## src/rtl/xbus_uart_pkg.sv

```systemverilog
// Shared definitions for the xbus UART: register offsets, STATUS bit
// positions, FSM state encodings and divisor helpers.
package xbus_uart_pkg;

    // Register offsets (xbus_addr[3:2])
    localparam logic [1:0] UART_TXDATA = 2'd0;
    localparam logic [1:0] UART_RXDATA = 2'd1;
    localparam logic [1:0] UART_STATUS = 2'd2;
    localparam logic [1:0] UART_DIV    = 2'd3;

    // STATUS read layout
    localparam int ST_TX_FULL  = 0;
    localparam int ST_TX_EMPTY = 1;
    localparam int ST_RX_VALID = 2;
    localparam int ST_TX_BUSY  = 3;
    localparam int ST_OVERRUN  = 4;
    localparam int ST_FERR     = 5;

    // STATUS write-one-to-clear bits (the clear bit for overrun is not at
    // its read position; software writes 0x08 to clear it)
    localparam int ST_OVERRUN_CLR = 3;
    localparam int ST_FERR_CLR    = 5;

    typedef enum logic [1:0] {
        TX_IDLE  = 2'd0,
        TX_START = 2'd1,
        TX_DATA  = 2'd2,
        TX_STOP  = 2'd3
    } tx_state_t;

    typedef enum logic [1:0] {
        RX_IDLE  = 2'd0,
        RX_START = 2'd1,
        RX_DATA  = 2'd2,
        RX_STOP  = 2'd3
    } rx_state_t;

    // A programmed divisor of zero behaves as one clock per bit
    function automatic logic [15:0] eff_div(input logic [15:0] d);
        return (d == 16'd0) ? 16'd1 : d;
    endfunction

    // Half a bit period, floored, never less than one clock
    function automatic logic [15:0] half_div(input logic [15:0] d);
        logic [15:0] h;
        h = eff_div(d) >> 1;
        return (h == 16'd0) ? 16'd1 : h;
    endfunction

endpackage

```

## src/rtl/xbus_uart_fifo.sv

```systemverilog
// Synchronous first-word-fall-through FIFO. Pointers carry one extra wrap
// bit so full/empty are distinguished without a counter. A push while full
// is dropped; a pop while empty is ignored.
module sync_fifo #(
    parameter int DATAW = 8,
    parameter int DEPTH = 4
) (
    input  logic             clk,
    input  logic             rst,
    input  logic             push,
    input  logic             pop,
    input  logic [DATAW-1:0] din,
    output logic [DATAW-1:0] dout,
    output logic             full,
    output logic             empty
);
    localparam int AW = $clog2(DEPTH);

    logic [DATAW-1:0] mem [DEPTH];
    logic [AW:0]      wr_ptr_reg;
    logic [AW:0]      rd_ptr_reg;

    assign empty = (wr_ptr_reg == rd_ptr_reg);
    assign full  = (wr_ptr_reg[AW] != rd_ptr_reg[AW]) &&
                   (wr_ptr_reg[AW-1:0] == rd_ptr_reg[AW-1:0]);

    // Head entry is presented directly so the consumer can pop and load
    // in the same cycle.
    assign dout = mem[rd_ptr_reg[AW-1:0]];

    // Storage write; contents need no reset since the pointers gate them
    always_ff @(posedge clk) begin
        if (push && !full) begin
            mem[wr_ptr_reg[AW-1:0]] <= din;
        end
    end

    // Pointer update; full/empty are sampled before the edge
    always_ff @(posedge clk) begin
        if (rst) begin
            wr_ptr_reg <= '0;
            rd_ptr_reg <= '0;
        end else begin
            if (push && !full) begin
                wr_ptr_reg <= wr_ptr_reg + 1'b1;
            end
            if (pop && !empty) begin
                rd_ptr_reg <= rd_ptr_reg + 1'b1;
            end
        end
    end

endmodule

```

## src/rtl/xbus_uart.sv

```systemverilog
// Memory-mapped 8N1 UART on the xbus. Four word registers in a 16-byte
// window; reads are combinational, writes and read side effects commit at
// the clock edge. TX is fed from a small FIFO, RX lands in a one-byte
// buffer whose valid flag drives irq.
module xbus_uart
    import xbus_uart_pkg::*;
#(
    parameter logic [31:0] BASE_ADDR = 32'h0000_1000,
    parameter int          TX_DEPTH  = 4,
    parameter logic [15:0] DIV_RST   = 16'd868
) (
    input  logic        clk,
    input  logic        rst,
    input  logic        xbus_as,
    input  logic        xbus_we,
    input  logic [3:0]  xbus_be,
    input  logic [31:0] xbus_addr,
    input  logic [31:0] xbus_wdata,
    output logic [31:0] xbus_rdata,
    output logic        uart_txd,
    input  logic        uart_rxd,
    output logic        irq
);

    // ------------------------------------------------------------------
    // Bus decode
    // ------------------------------------------------------------------
    logic       sel;
    logic [1:0] reg_sel;
    logic       wr_en;
    logic       rd_en;

    assign sel     = xbus_as && (xbus_addr[31:4] == BASE_ADDR[31:4]);
    assign reg_sel = xbus_addr[3:2];
    assign wr_en   = sel && xbus_we;
    assign rd_en   = sel && !xbus_we;

    logic unused_bits;
    assign unused_bits = ^{xbus_wdata[31:16], xbus_addr[1:0], xbus_be[3:2]};

    // ------------------------------------------------------------------
    // Registers and status
    // ------------------------------------------------------------------
    logic [15:0] div_reg;
    logic [15:0] div_eff;
    logic [15:0] div_half;

    tx_state_t   tx_state_reg;
    logic [15:0] tx_cnt_reg;
    logic [2:0]  tx_bit_reg;
    logic [7:0]  tx_shift_reg;
    logic        txd_reg;

    rx_state_t   rx_state_reg;
    logic [15:0] rx_cnt_reg;
    logic [2:0]  rx_bit_reg;
    logic [7:0]  rx_shift_reg;
    logic [7:0]  rx_byte_reg;
    logic        rx_valid_reg;
    logic        overrun_reg;
    logic        ferr_reg;

    logic        rx_sync1_reg;
    logic        rx_sync2_reg;
    logic        rx_prev_reg;

    logic        fifo_push;
    logic        fifo_pop;
    logic [7:0]  fifo_dout;
    logic        fifo_full;
    logic        fifo_empty;
    logic        tx_busy;

    logic        rx_rd_clear;
    logic        ovr_clear;
    logic        ferr_clear;

    assign div_eff  = eff_div(div_reg);
    assign div_half = half_div(div_reg);

    assign fifo_push   = wr_en && (reg_sel == UART_TXDATA) && xbus_be[0];
    assign rx_rd_clear = rd_en && (reg_sel == UART_RXDATA) && rx_valid_reg;
    assign ovr_clear   = wr_en && (reg_sel == UART_STATUS) && xbus_be[0] &&
                         xbus_wdata[ST_OVERRUN_CLR];
    assign ferr_clear  = wr_en && (reg_sel == UART_STATUS) && xbus_be[0] &&
                         xbus_wdata[ST_FERR_CLR];

    assign tx_busy  = (tx_state_reg != TX_IDLE);
    assign uart_txd = txd_reg;
    assign irq      = rx_valid_reg;

    // Read mux: zero outside the window and for TXDATA
    always_comb begin
        xbus_rdata = 32'd0;
        if (rd_en) begin
            case (reg_sel)
                UART_RXDATA: xbus_rdata = {24'd0, rx_byte_reg};
                UART_STATUS: begin
                    xbus_rdata[ST_TX_FULL]  = fifo_full;
                    xbus_rdata[ST_TX_EMPTY] = fifo_empty;
                    xbus_rdata[ST_RX_VALID] = rx_valid_reg;
                    xbus_rdata[ST_TX_BUSY]  = tx_busy;
                    xbus_rdata[ST_OVERRUN]  = overrun_reg;
                    xbus_rdata[ST_FERR]     = ferr_reg;
                end
                UART_DIV:    xbus_rdata = {16'd0, div_reg};
                default:     xbus_rdata = 32'd0;
            endcase
        end
    end

    // DIVISOR register with per-byte enables
    always_ff @(posedge clk) begin
        if (rst) begin
            div_reg <= DIV_RST;
        end else if (wr_en && (reg_sel == UART_DIV)) begin
            if (xbus_be[0]) div_reg[7:0]  <= xbus_wdata[7:0];
            if (xbus_be[1]) div_reg[15:8] <= xbus_wdata[15:8];
        end
    end

    // ------------------------------------------------------------------
    // TX FIFO
    // ------------------------------------------------------------------
    sync_fifo #(
        .DATAW (8),
        .DEPTH (TX_DEPTH)
    ) u_tx_fifo (
        .clk   (clk),
        .rst   (rst),
        .push  (fifo_push),
        .pop   (fifo_pop),
        .din   (xbus_wdata[7:0]),
        .dout  (fifo_dout),
        .full  (fifo_full),
        .empty (fifo_empty)
    );

    // Pop exactly when the FSM below loads a new frame
    assign fifo_pop = !fifo_empty &&
                      ((tx_state_reg == TX_IDLE) ||
                       ((tx_state_reg == TX_STOP) && (tx_cnt_reg == 16'd0)));

    // ------------------------------------------------------------------
    // TX FSM: line level is registered from the current state, so the
    // start bit appears one clock after the FSM leaves IDLE.
    // ------------------------------------------------------------------
    always_ff @(posedge clk) begin
        if (rst) begin
            tx_state_reg <= TX_IDLE;
            tx_cnt_reg   <= 16'd0;
            tx_bit_reg   <= 3'd0;
            tx_shift_reg <= 8'd0;
            txd_reg      <= 1'b1;
        end else begin
            case (tx_state_reg)
                TX_START: txd_reg <= 1'b0;
                TX_DATA:  txd_reg <= tx_shift_reg[0];
                default:  txd_reg <= 1'b1;
            endcase

            case (tx_state_reg)
                TX_IDLE: begin
                    if (!fifo_empty) begin
                        tx_shift_reg <= fifo_dout;
                        tx_cnt_reg   <= div_eff - 16'd1;
                        tx_state_reg <= TX_START;
                    end
                end
                TX_START: begin
                    if (tx_cnt_reg == 16'd0) begin
                        tx_cnt_reg   <= div_eff - 16'd1;
                        tx_bit_reg   <= 3'd0;
                        tx_state_reg <= TX_DATA;
                    end else begin
                        tx_cnt_reg <= tx_cnt_reg - 16'd1;
                    end
                end
                TX_DATA: begin
                    if (tx_cnt_reg == 16'd0) begin
                        tx_cnt_reg   <= div_eff - 16'd1;
                        tx_shift_reg <= {1'b0, tx_shift_reg[7:1]};
                        if (tx_bit_reg == 3'd7) begin
                            tx_state_reg <= TX_STOP;
                        end else begin
                            tx_bit_reg <= tx_bit_reg + 3'd1;
                        end
                    end else begin
                        tx_cnt_reg <= tx_cnt_reg - 16'd1;
                    end
                end
                TX_STOP: begin
                    if (tx_cnt_reg == 16'd0) begin
                        if (!fifo_empty) begin
                            // Chain the next frame with no idle gap
                            tx_shift_reg <= fifo_dout;
                            tx_cnt_reg   <= div_eff - 16'd1;
                            tx_state_reg <= TX_START;
                        end else begin
                            tx_state_reg <= TX_IDLE;
                        end
                    end else begin
                        tx_cnt_reg <= tx_cnt_reg - 16'd1;
                    end
                end
                default: tx_state_reg <= TX_IDLE;
            endcase
        end
    end

    // ------------------------------------------------------------------
    // RX synchroniser and falling-edge history, idle-high at reset
    // ------------------------------------------------------------------
    always_ff @(posedge clk) begin
        if (rst) begin
            rx_sync1_reg <= 1'b1;
            rx_sync2_reg <= 1'b1;
            rx_prev_reg  <= 1'b1;
        end else begin
            rx_sync1_reg <= uart_rxd;
            rx_sync2_reg <= rx_sync1_reg;
            rx_prev_reg  <= rx_sync2_reg;
        end
    end

    // ------------------------------------------------------------------
    // RX FSM and status flags. Bus clears are applied first so that a
    // completing byte in the same cycle overrides them.
    // ------------------------------------------------------------------
    always_ff @(posedge clk) begin
        if (rst) begin
            rx_state_reg <= RX_IDLE;
            rx_cnt_reg   <= 16'd0;
            rx_bit_reg   <= 3'd0;
            rx_shift_reg <= 8'd0;
            rx_byte_reg  <= 8'd0;
            rx_valid_reg <= 1'b0;
            overrun_reg  <= 1'b0;
            ferr_reg     <= 1'b0;
        end else begin
            if (rx_rd_clear) rx_valid_reg <= 1'b0;
            if (ovr_clear)   overrun_reg  <= 1'b0;
            if (ferr_clear)  ferr_reg     <= 1'b0;

            case (rx_state_reg)
                RX_IDLE: begin
                    if (rx_prev_reg && !rx_sync2_reg) begin
                        rx_cnt_reg   <= div_half - 16'd1;
                        rx_state_reg <= RX_START;
                    end
                end
                RX_START: begin
                    if (rx_cnt_reg == 16'd0) begin
                        if (rx_sync2_reg) begin
                            // Line back high at mid-bit: a glitch
                            rx_state_reg <= RX_IDLE;
                        end else begin
                            rx_cnt_reg   <= div_eff - 16'd1;
                            rx_bit_reg   <= 3'd0;
                            rx_state_reg <= RX_DATA;
                        end
                    end else begin
                        rx_cnt_reg <= rx_cnt_reg - 16'd1;
                    end
                end
                RX_DATA: begin
                    if (rx_cnt_reg == 16'd0) begin
                        rx_shift_reg <= {rx_sync2_reg, rx_shift_reg[7:1]};
                        rx_cnt_reg   <= div_eff - 16'd1;
                        if (rx_bit_reg == 3'd7) begin
                            rx_state_reg <= RX_STOP;
                        end else begin
                            rx_bit_reg <= rx_bit_reg + 3'd1;
                        end
                    end else begin
                        rx_cnt_reg <= rx_cnt_reg - 16'd1;
                    end
                end
                RX_STOP: begin
                    if (rx_cnt_reg == 16'd0) begin
                        rx_state_reg <= RX_IDLE;
                        if (!rx_sync2_reg) begin
                            ferr_reg <= 1'b1;
                        end else if (!rx_valid_reg || rx_rd_clear) begin
                            rx_byte_reg  <= rx_shift_reg;
                            rx_valid_reg <= 1'b1;
                        end else begin
                            overrun_reg <= 1'b1;
                        end
                    end else begin
                        rx_cnt_reg <= rx_cnt_reg - 16'd1;
                    end
                end
                default: rx_state_reg <= RX_IDLE;
            endcase
        end
    end

endmodule

```

## config.mk

```make
export PLATFORM = sky130hd
export DESIGN_NAME = xbus_uart
export DESIGN_NICKNAME = d
export VERILOG_FILES = /design/src/rtl/xbus_uart_pkg.sv /design/src/rtl/xbus_uart_fifo.sv /design/src/rtl/xbus_uart.sv
export SDC_FILE = /design/constraint.sdc
export NUM_CORES = 1
export LEC_CHECK = 0
export BUFFER_PORTS_ARGS = -buffer_cell sky130_fd_sc_hd__buf_2
export CORE_ASPECT_RATIO = 0.75
export CORE_MARGIN = 2
export CORE_UTILIZATION = 53
export CTS_CLUSTER_DIAMETER = 80
export CTS_CLUSTER_SIZE = 12
export DETAILED_ROUTE_END_ITERATION = 16
export PLACE_DENSITY = 0.82
export RECOVER_POWER = 25
export SLEW_MARGIN = 0
export SYNTH_ARGS = -nofsm -noshare
export SYNTH_HDL_FRONTEND = slang
export SYNTH_SLANG_ARGS = --single-unit
```

## constraint.sdc

```tcl
create_clock -name clk -period 3 [get_ports clk]
set_input_delay 0.6 -clock clk [delete_from_list [all_inputs] [get_ports clk]]
set_output_delay 0.6 -clock clk [all_outputs]
set_load 0.03 [all_outputs]
```

== Word level (Yosys, flattened, before mapping) ==
Memory sizes are Yosys's and may differ from the RTL's. A register that Yosys moved wholly into a read port is not among the register bits.
Index checks and enable logic that the tools add are counted.

* Register bits after elaboration: 95
* Memory bits (writable): 32
* Bits of input ports: 73
* Output and inout port bits: 34
* Logic and storage cells: 167
* Memories kept: 1

* $add $sub $neg: 8
* Eq/ne operators: 30
* Multiplexer cells: 61
* Reductions and logical operators: 47

{| class="wikitable"
|+ Memory list
! memory !! depth !! width !! rd ports !! clocked after Yosys merged registers in !! write ports !! RTL line !! RTL
|-
| u_tx_fifo.mem || 4 || 8 || 1 || 1 || 1 || xbus_uart_fifo.sv:19 || <nowiki>logic [DATAW-1:0] mem [DEPTH];</nowiki>
|}

{| class="wikitable"
|+ Operators by type and width
! kind !! count
|-
| two-way mux 16 bit || 10
|-
| logical NOT 16 bit || 4
|-
| case mux 16 bit (4 select lines) || 1
|-
| case mux 16 bit (3 select lines) || 1
|-
| subtractor 16 x 1 -> 16 bit (second input constant) || 3
|-
| equality test 28 x 9 -> 1 bit (second input constant) || 1
|-
| two-way mux 2 bit || 13
|-
| != test 2 bit (second input constant) || 13
|-
| two-way mux 8 bit || 3
|-
| case mux 8 bit (3 select lines) || 1
|-
| two-way mux 3 bit || 7
|-
| case mux 10 bit (2 select lines) || 1
|-
| logical AND 1 bit || 18
|-
| case mux 6 bit (3 select lines) || 1
|-
| two-way mux 1 bit || 17
|-
| case mux 2 bit (4 select lines) || 2
|-
| subtractor 15 x 1 -> 16 bit (second input constant) || 1
|-
| two-way mux 15 bit || 1
|-
| AND reduction 5 bit || 3
|-
| adder 3 x 1 -> 3 bit (second input constant) || 4
|-
| equality test 2 bit (second input constant) || 6
|-
| case mux 3 bit (2 select lines) || 2
|-
| AND reduction 4 bit || 2
|-
| equality test 2 x 1 -> 1 bit (second input constant) || 3
|-
| 15 further kinds || 28
|}

== Depth between registers and ports, before layout ==
* Depth after elaboration: 11
* Mapped depth: 12
* Depth with buffers taken out: 11

== Modules after synthesis ==
From an unflattened synthesis, not the netlist that was laid out.

* Cells, all modules: 878
* Area, all modules: 7800.0 um^2

{| class="wikitable"
|+ Modules (own cells, without submodules)
! module !! times used !! cells an instance !! area an instance (um^2)
|-
| xbus_uart || 1 || 768 || 6068.3
|-
| sync_fifo || 1 || 110 || 1731.7
|}

== Least setup slack after synthesis ==
Ideal clock, no wire load.

* Kind: flip-flop to flip-flop
* Start point: register div_reg[7]
* End point: register rx_cnt_reg[14]
* Data arrival time: 2.810 ns
* Data required time: 2.883 ns
* Path slack: 0.072 ns
* Stages on the path, launching flop included: 12
* Buffers on the path: 1
* Cell sequence: dfxtp_1 -> or3_1 -> clkbuf_1 -> nor2_1 -> a31oi_1 -> ha_1 -> or4b_1 -> nor3_2 -> nand2_1 -> xnor2_1 -> a221o_1 -> a32o_1

* Word-level cells in the longest chain between the ends: 7

{| class="wikitable"
|+ Ends and longest elaborated chain
! element !! RTL line !! RTL
|-
| start, declared || xbus_uart.sv:44 || <nowiki>logic [15:0] div_reg;</nowiki>
|-
| start signal, assigned || xbus_uart.sv:117 || <nowiki>if (xbus_be[0]) div_reg[7:0] <= xbus_wdata[7:0];</nowiki>
|-
| logical NOT 16 bit || xbus_uart_pkg.sv:40 || <nowiki>return (d == 16'd0) ? 16'd1 : d;</nowiki>
|-
| two-way mux 16 bit (*) || xbus_uart_pkg.sv:40 ||
|-
| logical NOT 16 bit || xbus_uart_pkg.sv:47 || <nowiki>return (h == 16'd0) ? 16'd1 : h;</nowiki>
|-
| two-way mux 15 bit || xbus_uart_pkg.sv:47 ||
|-
| subtractor 15 x 1 -> 16 bit || xbus_uart.sv:248 || <nowiki>rx_cnt_reg <= div_half - 16'd1;</nowiki>
|-
| two-way mux 16 bit || xbus_uart.sv:247 || <nowiki>if (rx_prev_reg && !rx_sync2_reg) begin</nowiki>
|-
| case mux 16 bit (4 select lines) (*) || xbus_uart.sv:245 || <nowiki>case (rx_state_reg)</nowiki>
|-
| end signal, assigned || xbus_uart.sv:248 ||
|-
| end signal, assigned || xbus_uart.sv:258 || <nowiki>rx_cnt_reg <= div_eff - 16'd1;</nowiki>
|-
| end signal, assigned || xbus_uart.sv:263 || <nowiki>rx_cnt_reg <= rx_cnt_reg - 16'd1;</nowiki>
|-
| end, declared || xbus_uart.sv:55 || <nowiki>logic [15:0] rx_cnt_reg;</nowiki>
|}

Mark *: on every way between the ends. The rest lies on a longest branch, timed or not. The select of a mux whose other input is x is not followed.
A chain may end at the register's enable or synchronous reset.

== Worst setup path in the final report ==
* Start point: register div_reg[1]
* End point: register rx_cnt_reg[12]

The elaborated chain is that of the path after synthesis.

==> qor.csv <==
stage;metric;value;unit
placed_design;count of input and output buffers;70;
clocking;Reg clk slew, reported paths;0.06;ns
synth;post-synthesis sequential area ratio;0.383;
timing;Final Hold Viols;0;
clocking;cts bufs inserted;17;
finish;fin cells;1097;
timing;Worst-Margin Slew;1.37;ns
timing;unrepaired setup endpoints after global routing;no;
timing;fmax;0.339;GHz
flow_run;max cap viols;0;
synth;Ys Warns;0;
pwr;Tot Pwr;0.00751;W
floorplanning;Starting Density;0.547;
placed_design;RePlAce Congestion;1.00;
pwr;Max rail drop VDD;0.528;mV
global_route;total gr overflow;0;
floorplanning;core area;0.0138;mm2
setup_path;CP Capture Type;register;
floorplanning;DIE AREA;0.0153;mm2
global_route;first-pass GRT wire length;33300;um
floorplanning;die width;142;um
clocking;clock buffer depth;2;
finish;most common cell after layout, fill and taps aside;nor2_1;
setup_path;Worst R2R Setup Slack;0.05;ns
synth;Synth Area per Inst;9.01;um2
floorplanning;# IOs;107;
global_route;GRT Total Usage;0.276;
timing;Final period util;0.983;
clocking;H-tree depth;4;
setup_path;WP data required;3.26;ns
setup_path;Crit-path slowest cell;or4_4;
synth;Post-synth EDFFs;32;
clocking;Sink Count;129;
finish;final net count;1006;
timing;setup_tns;0;ns
run_status;run status;finished clean;
pwr;pwr dens;859;mW/mm2
timing;Clock Skew;0.00915;ns
global_route;antenna violations before repair;0;
synth;Cell variety after synth;83;
setup_path;Arrival @ worst endpoint;3.21;ns
clocking;hold_buf cts;0;
placed_design;Post-DP HPWL;13800;um
drt;via count;6879;
global_route;largest net degree at the start of global routing;65;
finish;ant diodes;0;
pwr;Lkg Pwr;3.42;nW
drt;wire per inst;18.6;um
floorplanning;Cell Rows;37;
synth;Synth Cell Area;0.00757;mm2
timing;relative slew slack;0.0889;
setup_path;Most common cell on crit path;nor2_1;
placed_design;post-place setup slack;0.0550;ns
setup_path;critical path cell sequence;or4_4 > nor2_1 > a31oi_2 > ha_1 > or4b_1 > nor3_2 > xor2_1 > buf_4 > a221o_1 > a22oi_1 > nor2_1;
drt;final wirelength;20400;um
finish;area delta synth->final;15.4;%
setup_path;worst-path fanout max;5;
setup_path;CP max stage delay;0.58;ns
setup_path;WS Path Type;reg -> reg;
clocking;CTS tree;done;
finish;share of cells above drive strength 1;0.188;
timing;min cycle time layout;2.95;ns
setup_path;Setup crit start kind;register;
floorplanning;DIE HEIGHT;108;um
timing;setup violators final;0;
synth;fraction of registers with async set/reset;0;
finish;most frequent cells in the layout;nor2_1, dfxtp_1, buf_2;
drt;post-route DRC violation count;0;
timing;final worst setup slack;0.0512;ns
finish;max FFs per register;32;
drt;antenna viol nets, final;0;
finish;number of fill cells;1092;
drt;first-pass detailed-route iteration total;7;
clocking;CTS root buf;clkbuf_16;
drt;DR iter-0 viols;954;
synth;Yosys reg bits;129;
clocking;clock insertion delay at the later pin of the skew report;0.42;ns
global_route;vias in the first global route;6440;
drt;detailed-route vias per instance;6.27;
finish;final core occ;0.631;
placed_design;placed instance count;1065;
timing;number of max-slew violations in the final report;0;
synth;ys flop type;dfxtp_1;
hold_path;Worst Hold Class;in -> reg;
synth;Mapped Cells;840;
worst max-delay path, delay by kind of cell, from the launching register on:
kind / cells / cell delay (ns)
and+or+nand+nor: 5 / 1.25
xor gates and xnor gates: 1 / 0.14
adders and majority gates: 1 / 0.30
DFF: 1 / 0.32
buffers and inverters: 1 / 0.17
AOI/OAI and AO/OA: 3 / 0.60
metrics by stage:
stage | hold WS [ns] | instance area (um2)
final | 0.369 | 8740
after detailed placement | 0.398 | 8120
after CTS | 0.360 | 8740
after floorplan | 0.389 | 7630
after global placement | 0.391 | 8120
after global routing | 0.361 | 8740
cells in the mapped netlist, types with 16 or more instances:
library cell | number | area share
dfxtp_1 | 97 | 0.26
edfxtp_1 | 32 | 0.13
nor2_1 | 104 | 0.052
mux2i_1 | 38 | 0.050
clkbuf_1 | 40 | 0.020
inv_1 | 22 | 0.011
buf_4 | 18 | 0.018
xnor2_1 | 24 | 0.028
a21oi_1 | 50 | 0.033
nor4_1 | 18 | 0.015
nand2_1 | 54 | 0.027
nor3_1 | 20 | 0.013
xor2_1 | 18 | 0.021
buf_2 | 16 | 0.011
ha_1 | 24 | 0.040
o21ai_0 | 29 | 0.019
report_power, final:
part | internal, W | switching, W | total [W]
clock network | 0.00131 | 0.000808 | 0.00212
logic | 0.00126 | 0.00197 | 0.00324
registers | 0.00194 | 0.000211 | 0.00215
path summary, 6_finish.rpt:
path,from,to,depth (start not counted)
setup / recovery,div_reg[1],rx_cnt_reg[12],11
setup reg to reg,div_reg[1],rx_cnt_reg[12],11
hold reg to reg,rx_sync1_reg,rx_sync2_reg,1
hold / removal,uart_rxd,rx_sync1_reg,2
repair_timing:
item | in CTS | in global routing
gates resized for setup | 0 | 4
setup buffers | 0 | 0
setup endpoints to repair | 0 | 11
endpoints found under the hold margin | 0 | 0
routing by layer:
layer / up-vias / routed length (um) / track usage
met5: - / 0 / 0
met4: 0 / 397 / 0.0821
met3: 57 / 2090 / 0.0792
met2: 421 / 8960 / 0.416
met1: 3219 / 8990 / 0.384
li1: 3182 / - / -
layout make-up:
class	instances	area, um2	share of cell area
Multi-Input combinational cell	627	4280	0.490
Sequential cell	129	2900	0.332
Timing Repair Buffer	111	638	0.0730
Clock buffer	23	520	0.0596
Tap cell	175	219	0.0251
Clock inverter	9	93.8	0.0107
Inverter	23	86.3	0.00988
logic make-up (layout without fill, tap and decap cells):
kind of cell / after synthesis / after routing / share of synthesized area
muxes: 55 / 55 / 0.0874
other: 1 / 16 / 0.000495
adders and majority gates: 24 / 24 / 0.0397
DFF: 129 / 129 / 0.383
buffers and inverters: 99 / 166 / 0.0616
and+or+nand+nor: 306 / 306 / 0.212
AOI/OAI and AO/OA: 183 / 183 / 0.164
xor gates and xnor gates: 43 / 43 / 0.0507
No activity file was read; power rests on OpenSTA's default activity.
